**config.mk**
```make
export PLATFORM = sky130hd
export DESIGN_NAME = bus_transfer_ctrl_flat
export DESIGN_NICKNAME = d
export VERILOG_FILES = /design/src/rtl/bus_transfer_ctrl_pkg.sv /design/src/rtl/bus_transfer_ctrl_if.sv /design/src/rtl/bus_transfer_ctrl_onehot_dec.sv /design/src/rtl/bus_transfer_ctrl.sv /design/src/flat_wrapper.sv
export SDC_FILE = /design/constraint.sdc
export NUM_CORES = 1
export LEC_CHECK = 0
export CORE_ASPECT_RATIO = 1.2
export CORE_MARGIN = 2
export CORE_UTILIZATION = 30
export CTS_CLUSTER_SIZE = 28
export DETAILED_ROUTE_END_ITERATION = 6
export SETUP_SLACK_MARGIN = 0.15
export SYNTH_ARGS = -nofsm -noshare
export SYNTH_HDL_FRONTEND = slang
export SYNTH_SLANG_ARGS = --single-unit
```
**constraint.sdc**
```tcl
create_clock -name clk -period 3.8 [get_ports clk]
set_input_delay 0.76 -clock clk [delete_from_list [all_inputs] [get_ports clk]]
set_output_delay 0.76 -clock clk [all_outputs]
set_load 0.05 [all_outputs]
```
**src/rtl/bus_transfer_ctrl_pkg.sv**
```systemverilog
// rtl/bus_transfer_ctrl_pkg.sv - shared types and defaults for the bus transfer sequencer
//
// Purpose : FSM state encoding and default geometry of the register bus.
//           The state encodings are fixed (IDLE=0 .. RELEASE=4) so that debug
//           probes and waveform decoders can rely on them.
package bus_transfer_ctrl_pkg;

    typedef enum logic [2:0] {
        ST_IDLE    = 3'd0,
        ST_DRIVE   = 3'd1,
        ST_WRITE   = 3'd2,
        ST_HOLD    = 3'd3,
        ST_RELEASE = 3'd4
    } state_t;

    localparam int DEF_NREGS  = 8;
    localparam int DEF_DATA_W = 16;
    localparam int DEF_SEL_W  = 3;

endpackage

```
**src/rtl/bus_transfer_ctrl_if.sv**
```systemverilog
// rtl/bus_transfer_ctrl_if.sv - request/strobe bundle between decode, sequencer and register bank
//
// Purpose : groups the transfer request, status pulses and register-bank
//           strobes of one shared bus.
// Signals : req/src/dst  transfer request and register indices (decode side)
//           bus          shared data bus as seen by the sequencer
//           ack/err/done one-cycle status pulses, busy level
//           w/re         per-register write strobe / output disable
//           last         bus value captured during the last write
// Modports: master = requester + register bank, slave = sequencer
interface bus_transfer_ctrl_if
    import bus_transfer_ctrl_pkg::*;
#(
    parameter int NREGS  = DEF_NREGS,
    parameter int DATA_W = DEF_DATA_W,
    parameter int SEL_W  = DEF_SEL_W
);
    logic              req;
    logic [SEL_W-1:0]  src;
    logic [SEL_W-1:0]  dst;
    logic [DATA_W-1:0] bus;
    logic              ack;
    logic              err;
    logic              busy;
    logic              done;
    logic [NREGS-1:0]  w;
    logic [NREGS-1:0]  re;
    logic [DATA_W-1:0] last;

    modport master (
        output req, src, dst, bus,
        input  ack, err, busy, done, w, re, last
    );

    modport slave (
        input  req, src, dst, bus,
        output ack, err, busy, done, w, re, last
    );
endinterface

```
**src/rtl/bus_transfer_ctrl_onehot_dec.sv**
```systemverilog
// rtl/bus_transfer_ctrl_onehot_dec.sv - index to one-hot decoder with enable
//
// Purpose : dec has exactly one bit set (bit sel) when en=1, all zero otherwise.
// Ports   : sel  in  SEL_W  index
//           en   in  1      enable
//           dec  out N      one-hot result
module onehot_dec #(
    parameter int SEL_W = 3,
    parameter int N     = 8
) (
    input  logic [SEL_W-1:0] sel,
    input  logic             en,
    output logic [N-1:0]     dec
);
    always_comb begin
        dec = '0;
        for (int i = 0; i < N; i++) begin
            dec[i] = en && (sel == SEL_W'(i));
        end
    end
endmodule

```
**src/rtl/bus_transfer_ctrl.sv**
```systemverilog
// rtl/bus_transfer_ctrl.sv - sequencer for register-to-register moves over a shared tri-state bus
//
// Purpose : runs IDLE -> DRIVE -> WRITE -> HOLD -> RELEASE for each accepted
//           move so the source drives the bus before the destination latches
//           and keeps driving past the falling edge of W; RELEASE is the bus
//           turnaround cycle so two sources never overlap.
// Ports   : clk    in  system clock, rising edge
//           rst_n  in  asynchronous active-low reset
//           bif    slave modport of bus_transfer_ctrl_if
module bus_transfer_ctrl
    import bus_transfer_ctrl_pkg::*;
#(
    parameter int NREGS  = DEF_NREGS,
    parameter int DATA_W = DEF_DATA_W,
    parameter int SEL_W  = DEF_SEL_W
) (
    input  logic                clk,
    input  logic                rst_n,
    bus_transfer_ctrl_if.slave  bif
);
    state_t            state;
    state_t            state_nxt;
    logic [SEL_W-1:0]  src_q;
    logic [SEL_W-1:0]  dst_q;
    logic [DATA_W-1:0] last_q;
    logic              ack_q;
    logic              err_q;
    logic              accept;
    logic              reject;
    logic              en_w;
    logic              en_drv;
    logic [NREGS-1:0]  w_dec;
    logic [NREGS-1:0]  drv_dec;

    // Requests are only looked at in IDLE; a held req is simply seen again
    // once the sequencer returns there.
    assign accept = (state == ST_IDLE) && bif.req && (bif.src != bif.dst);
    assign reject = (state == ST_IDLE) && bif.req && (bif.src == bif.dst);

    always_ff @(posedge clk or negedge rst_n) begin
        if (!rst_n) begin
            state <= ST_IDLE;
        end else begin
            state <= state_nxt;
        end
    end

    always_comb begin
        state_nxt = state;
        case (state)
            ST_IDLE:    if (accept) state_nxt = ST_DRIVE;
            ST_DRIVE:   state_nxt = ST_WRITE;
            ST_WRITE:   state_nxt = ST_HOLD;
            ST_HOLD:    state_nxt = ST_RELEASE;
            ST_RELEASE: state_nxt = ST_IDLE;
            default:    state_nxt = ST_IDLE;
        endcase
    end

    // Indices are frozen at accept so later changes on src/dst cannot move
    // the driver or the write target mid-transfer.
    always_ff @(posedge clk or negedge rst_n) begin
        if (!rst_n) begin
            src_q  <= '0;
            dst_q  <= '0;
            ack_q  <= 1'b0;
            err_q  <= 1'b0;
            last_q <= '0;
        end else begin
            ack_q <= accept;
            err_q <= reject;
            if (accept) begin
                src_q <= bif.src;
                dst_q <= bif.dst;
            end
            if (state == ST_WRITE) begin
                last_q <= bif.bus;
            end
        end
    end

    // Strobes decode straight from the registered state, so the async reset
    // of the state register drops W and releases the bus without a clock.
    assign en_w   = (state == ST_WRITE);
    assign en_drv = (state == ST_DRIVE) || (state == ST_WRITE) || (state == ST_HOLD);

    onehot_dec #(.SEL_W(SEL_W), .N(NREGS)) u_w_dec (
        .sel (dst_q),
        .en  (en_w),
        .dec (w_dec)
    );

    onehot_dec #(.SEL_W(SEL_W), .N(NREGS)) u_drv_dec (
        .sel (src_q),
        .en  (en_drv),
        .dec (drv_dec)
    );

    assign bif.w    = w_dec;
    assign bif.re   = ~drv_dec;
    assign bif.ack  = ack_q;
    assign bif.err  = err_q;
    assign bif.busy = (state != ST_IDLE);
    assign bif.done = (state == ST_RELEASE);
    assign bif.last = last_q;
endmodule

```
**src/flat_wrapper.sv**
```systemverilog
// flat-port wrapper written by rule: the top's interface ports become plain ports
module bus_transfer_ctrl_flat import bus_transfer_ctrl_pkg::*;
#(
    parameter int NREGS  = DEF_NREGS,
    parameter int DATA_W = DEF_DATA_W,
    parameter int SEL_W  = DEF_SEL_W
)
  (clk, rst_n, bif_req, bif_src, bif_dst, bif_bus, bif_ack, bif_err, bif_busy, bif_done, bif_w, bif_re, bif_last);
  bus_transfer_ctrl_if #(.NREGS(NREGS), .DATA_W(DATA_W), .SEL_W(SEL_W)) bif_i ();
  input  logic clk;
  input  logic rst_n;
  input wire logic [$bits(bif_i.req)-1:0] bif_req;
  input wire logic [$bits(bif_i.src)-1:0] bif_src;
  input wire logic [$bits(bif_i.dst)-1:0] bif_dst;
  input wire logic [$bits(bif_i.bus)-1:0] bif_bus;
  output wire logic [$bits(bif_i.ack)-1:0] bif_ack;
  output wire logic [$bits(bif_i.err)-1:0] bif_err;
  output wire logic [$bits(bif_i.busy)-1:0] bif_busy;
  output wire logic [$bits(bif_i.done)-1:0] bif_done;
  output wire logic [$bits(bif_i.w)-1:0] bif_w;
  output wire logic [$bits(bif_i.re)-1:0] bif_re;
  output wire logic [$bits(bif_i.last)-1:0] bif_last;
  assign bif_i.req = bif_req;
  assign bif_i.src = bif_src;
  assign bif_i.dst = bif_dst;
  assign bif_i.bus = bif_bus;
  assign bif_ack = bif_i.ack;
  assign bif_err = bif_i.err;
  assign bif_busy = bif_i.busy;
  assign bif_done = bif_i.done;
  assign bif_w = bif_i.w;
  assign bif_re = bif_i.re;
  assign bif_last = bif_i.last;
  bus_transfer_ctrl #(.NREGS(NREGS), .DATA_W(DATA_W), .SEL_W(SEL_W)) u_core (.clk(clk), .rst_n(rst_n), .bif(bif_i));
endmodule
```
==> metrics.cfg, run 1 <==
[timing]
setup_tns_ps = 0
timing.final.crit_period_ps = 3260
relSlewSlack_pct = 64.8
clock_skew_ps = 6.44
hold_violations = 0
post-route-period-util_pct = 85.9
fmax_mhz = 306
layout_setup_ws_ps = 536
slew_violations = 0
worstMarginPinSlew_ps = 527
setup_viol = 0
rsz0062_at_grt = false

[logic_synthesis]
netlist_area_mm2 = 0.00122
synthCells = 133
synth_area_per_cell_um2 = 9.18
synth-edff-count = 0
synth_seq_cells = 27
ys.flop_type = dfrtp_1
synth_top_area_share_pct = 55.3
ys_warn_count = 0
synthArstFlopShare_pct = 100
yosysSeqAreaShare_pct = 55.3
ys_types = 27
synthesis.nets = 158
synth_top_area_cell = dfrtp_1
synth.top_cells.by_area = dfrtp_1 55%, nand2_1 18%, mux2_2 3.7%

[cells_and_area]
drive_above_1_share_pct = 7.65
syn2layout_area_growth_pct = 58.8
nets = 222
fin_cells = 250
fillers = 391
seqCellArea_um2 = 676
multi_input_area_um2 = 531
postLayoutCoreUtil_pct = 49.6
antenna_cells = 0

[floorplan]
core_region_area_mm2 = 0.00391
die-area_mm2 = 0.00460
num_rows = 25
die_height_um = 73.9
die_w_um = 62.2
pin_count = 61
initial_utilization_pct = 31.2

[route]
antenna_left = 0
via_per_inst = 4.48
wire_per_inst_um = 12.6
drt-initial-drc-count = 62
drt_first_pass_iters = 4
drt-total-wl_um = 3160
vias = 1120
drcViolationCount = 0

[clocking]
tritoncts = done
cts_hold_buf = 0
cts.sinks = 27
cts_setup_buffers = 0
cts_root_buf = clkbuf_8
cts-buffers-inserted = 3
cts_resized = 0
max-clock-path-buffers = 2
htree_levels = 1
insertion_delay_ps = 270
cts.reportedPaths.clkPinSlew_ps = 90

[status]
status = completed

[worst_setup_path]
end_kind = output pin
cp-endpoint = bif_w[3]
worst_ep_arrival_time_ps = 2500
r2r-start = u_core.state[1]
crit_path_start = u_core.state[0]
crit_chain = or3b_2 -> nor3_1 -> clkdlybuf4s50_1
regToRegSetupSlack_ps = 1990
cp_max_fo = 21
startpoint_type = register
cpPeakStageDelay_ps = 840
path_class = reg2out
r2r_end = u_core.src_q[1]
cp_slowest_cell = clkdlybuf4s50_1
worst_ep_required_time_ps = 3040
reg2reg_depth = 4

[pwr]
power_leakage_nw = 0.855
swShare_pct = 52.0
pwr-share-comb_pct = 62.7
p_sw_w = 0.000987
clockPowerShare_pct = 8.5
ir_drop_mv = 0.405
p_total_w = 0.00190
internal_power_w = 0.000909
pwr-share-seq_pct = 28.8
powerDensity_mw_per_mm2 = 978

[place]
routabilityCongestion = 0.759
port_buffers = 60
dp_hpwl_um = 2420
pre_cts_slack_ps = 795
place_inst = 246

[global_routing]
grt_max_degree = 28
antenna_found_initial = 0
grt_pass1_wl_um = 5380
grt_usage_pct = 14.7
overflow = 0
grt_pass1_vias = 1215

[worst_hold_path]
hp-class = reg2reg

[run]
drv_cap = 0

stage by stage:
stage	hold slack, ps	instance area, µm²
after global placement	460	1890
after detailed placement	464	1890
after floorplan	464	1220
after CTS	489	1940
final	481	1940
after global routing	514	1940
power groups by stage:
stage | Sequential, W | Clock (W) | Combinational (W)
after floorplan | 0.000832 | 0 | 0.000513
after global placement | 0.000542 | 0 | 0.00118
after detailed placement | 0.000546 | 0 | 0.00121
after CTS | 0.000545 | 0.000171 | 0.00121
after global routing | 0.000571 | 0.000181 | 0.00127
final | 0.000545 | 0.000161 | 0.00119
synthesized netlist by cell type (all sizes together), types with 2 or more instances:
cell type / number
a21oi: 2
clkbuf: 3
dfrtp: 27
mux2: 4
nand2: 57
nand2b: 3
nand3: 2
nor2: 8
nor2b: 2
nor3: 6
nor3b: 2
o32ai: 2
xnor2: 2
xor2: 2
per-layer routing:
metal | vias to the layer above | GRT usage (%) | wire length, µm
met4 | 0 | 6.17 | 14
li1 | 557 | - | -
met3 | 2 | 3.68 | 190
met5 | - | 0 | 0
met2 | 44 | 25.4 | 1560
met1 | 517 | 17.6 | 1390
state kept, by name, indices dropped and copies added (netlist names):
name,flops
u_core.bif.ack,1
u_core.bif.err,1
u_core.bif.last,16
u_core.dst_q,3
u_core.src_q,3
u_core.state,3
area by class of cell:
| class | instances | area share, % |
|---|---|---|
| sequential | 27 | 34.8 |
| timing repair buffer | 62 | 31.7 |
| multi-input combinational | 102 | 27.4 |
| tap | 54 | 3.48 |
| clock buffer | 3 | 2.13 |
| clock inverter | 1 | 0.258 |
| inverter | 1 | 0.194 |
cell families (layout without fill, tap and decap cells):
group | after synthesis | in the layout | share of synthesized area [%]
AOI/OAI and AO/OA | 7 | 7 | 4.82
xor gates and xnor gates | 4 | 4 | 2.87
buffers and inverters | 4 | 67 | 1.23
DFF | 27 | 27 | 55.3
muxes | 4 | 4 | 3.69
and+or+nand+nor | 87 | 87 | 32.1
layout by cell type, fill, tap and decap left out, types with 2 or more instances in the layout:
master,Yosys,routed
nor3_1,6,6
xnor2_1,2,2
buf_4,0,2
nor2b_1,2,2
o32ai_1,2,2
nand2b_1,3,3
clkdlybuf4s50_1,0,60
nand3_1,2,2
nand2_1,57,57
nor2_1,8,8
clkbuf_8,0,3
dfrtp_1,27,27
xor2_1,2,2
mux2_2,4,4
critical path, delay by kind of cell (launching register included):
kind	cells	cell delay (ps)
simple gates	2	940
buf+inv	1	840
flops	1	450
worst min path at each step:
stage	slack [ps]	endpoint	depth (start not counted)	from
after floorplan	460	u_core.bif.ack	0	rst_n
after global placement	460	u_core.bif.last[4]	2	u_core.bif.last[4]
after detailed placement	460	u_core.bif.last[14]	2	u_core.bif.last[14]
after CTS	490	u_core.bif.last[4]	2	u_core.bif.last[4]
after global routing	510	u_core.bif.last[4]	2	u_core.bif.last[4]
final	480	u_core.bif.last[4]	2	u_core.bif.last[4]
Note: power is estimated with default switching activity, not from simulation.
==> inputs of run 2 (changes only) <==
SLEW_MARGIN = 20   (was default)
==> results of run 2 <==
Same layout as run 1: the final DEF is identical, and so are final timing and power.
==> inputs of run 3 (changes only) <==
CTS_CLUSTER_SIZE = default   (was 28)
==> results of run 3 <==
Same layout as run 1: the final DEF is identical, and so are final timing and power.
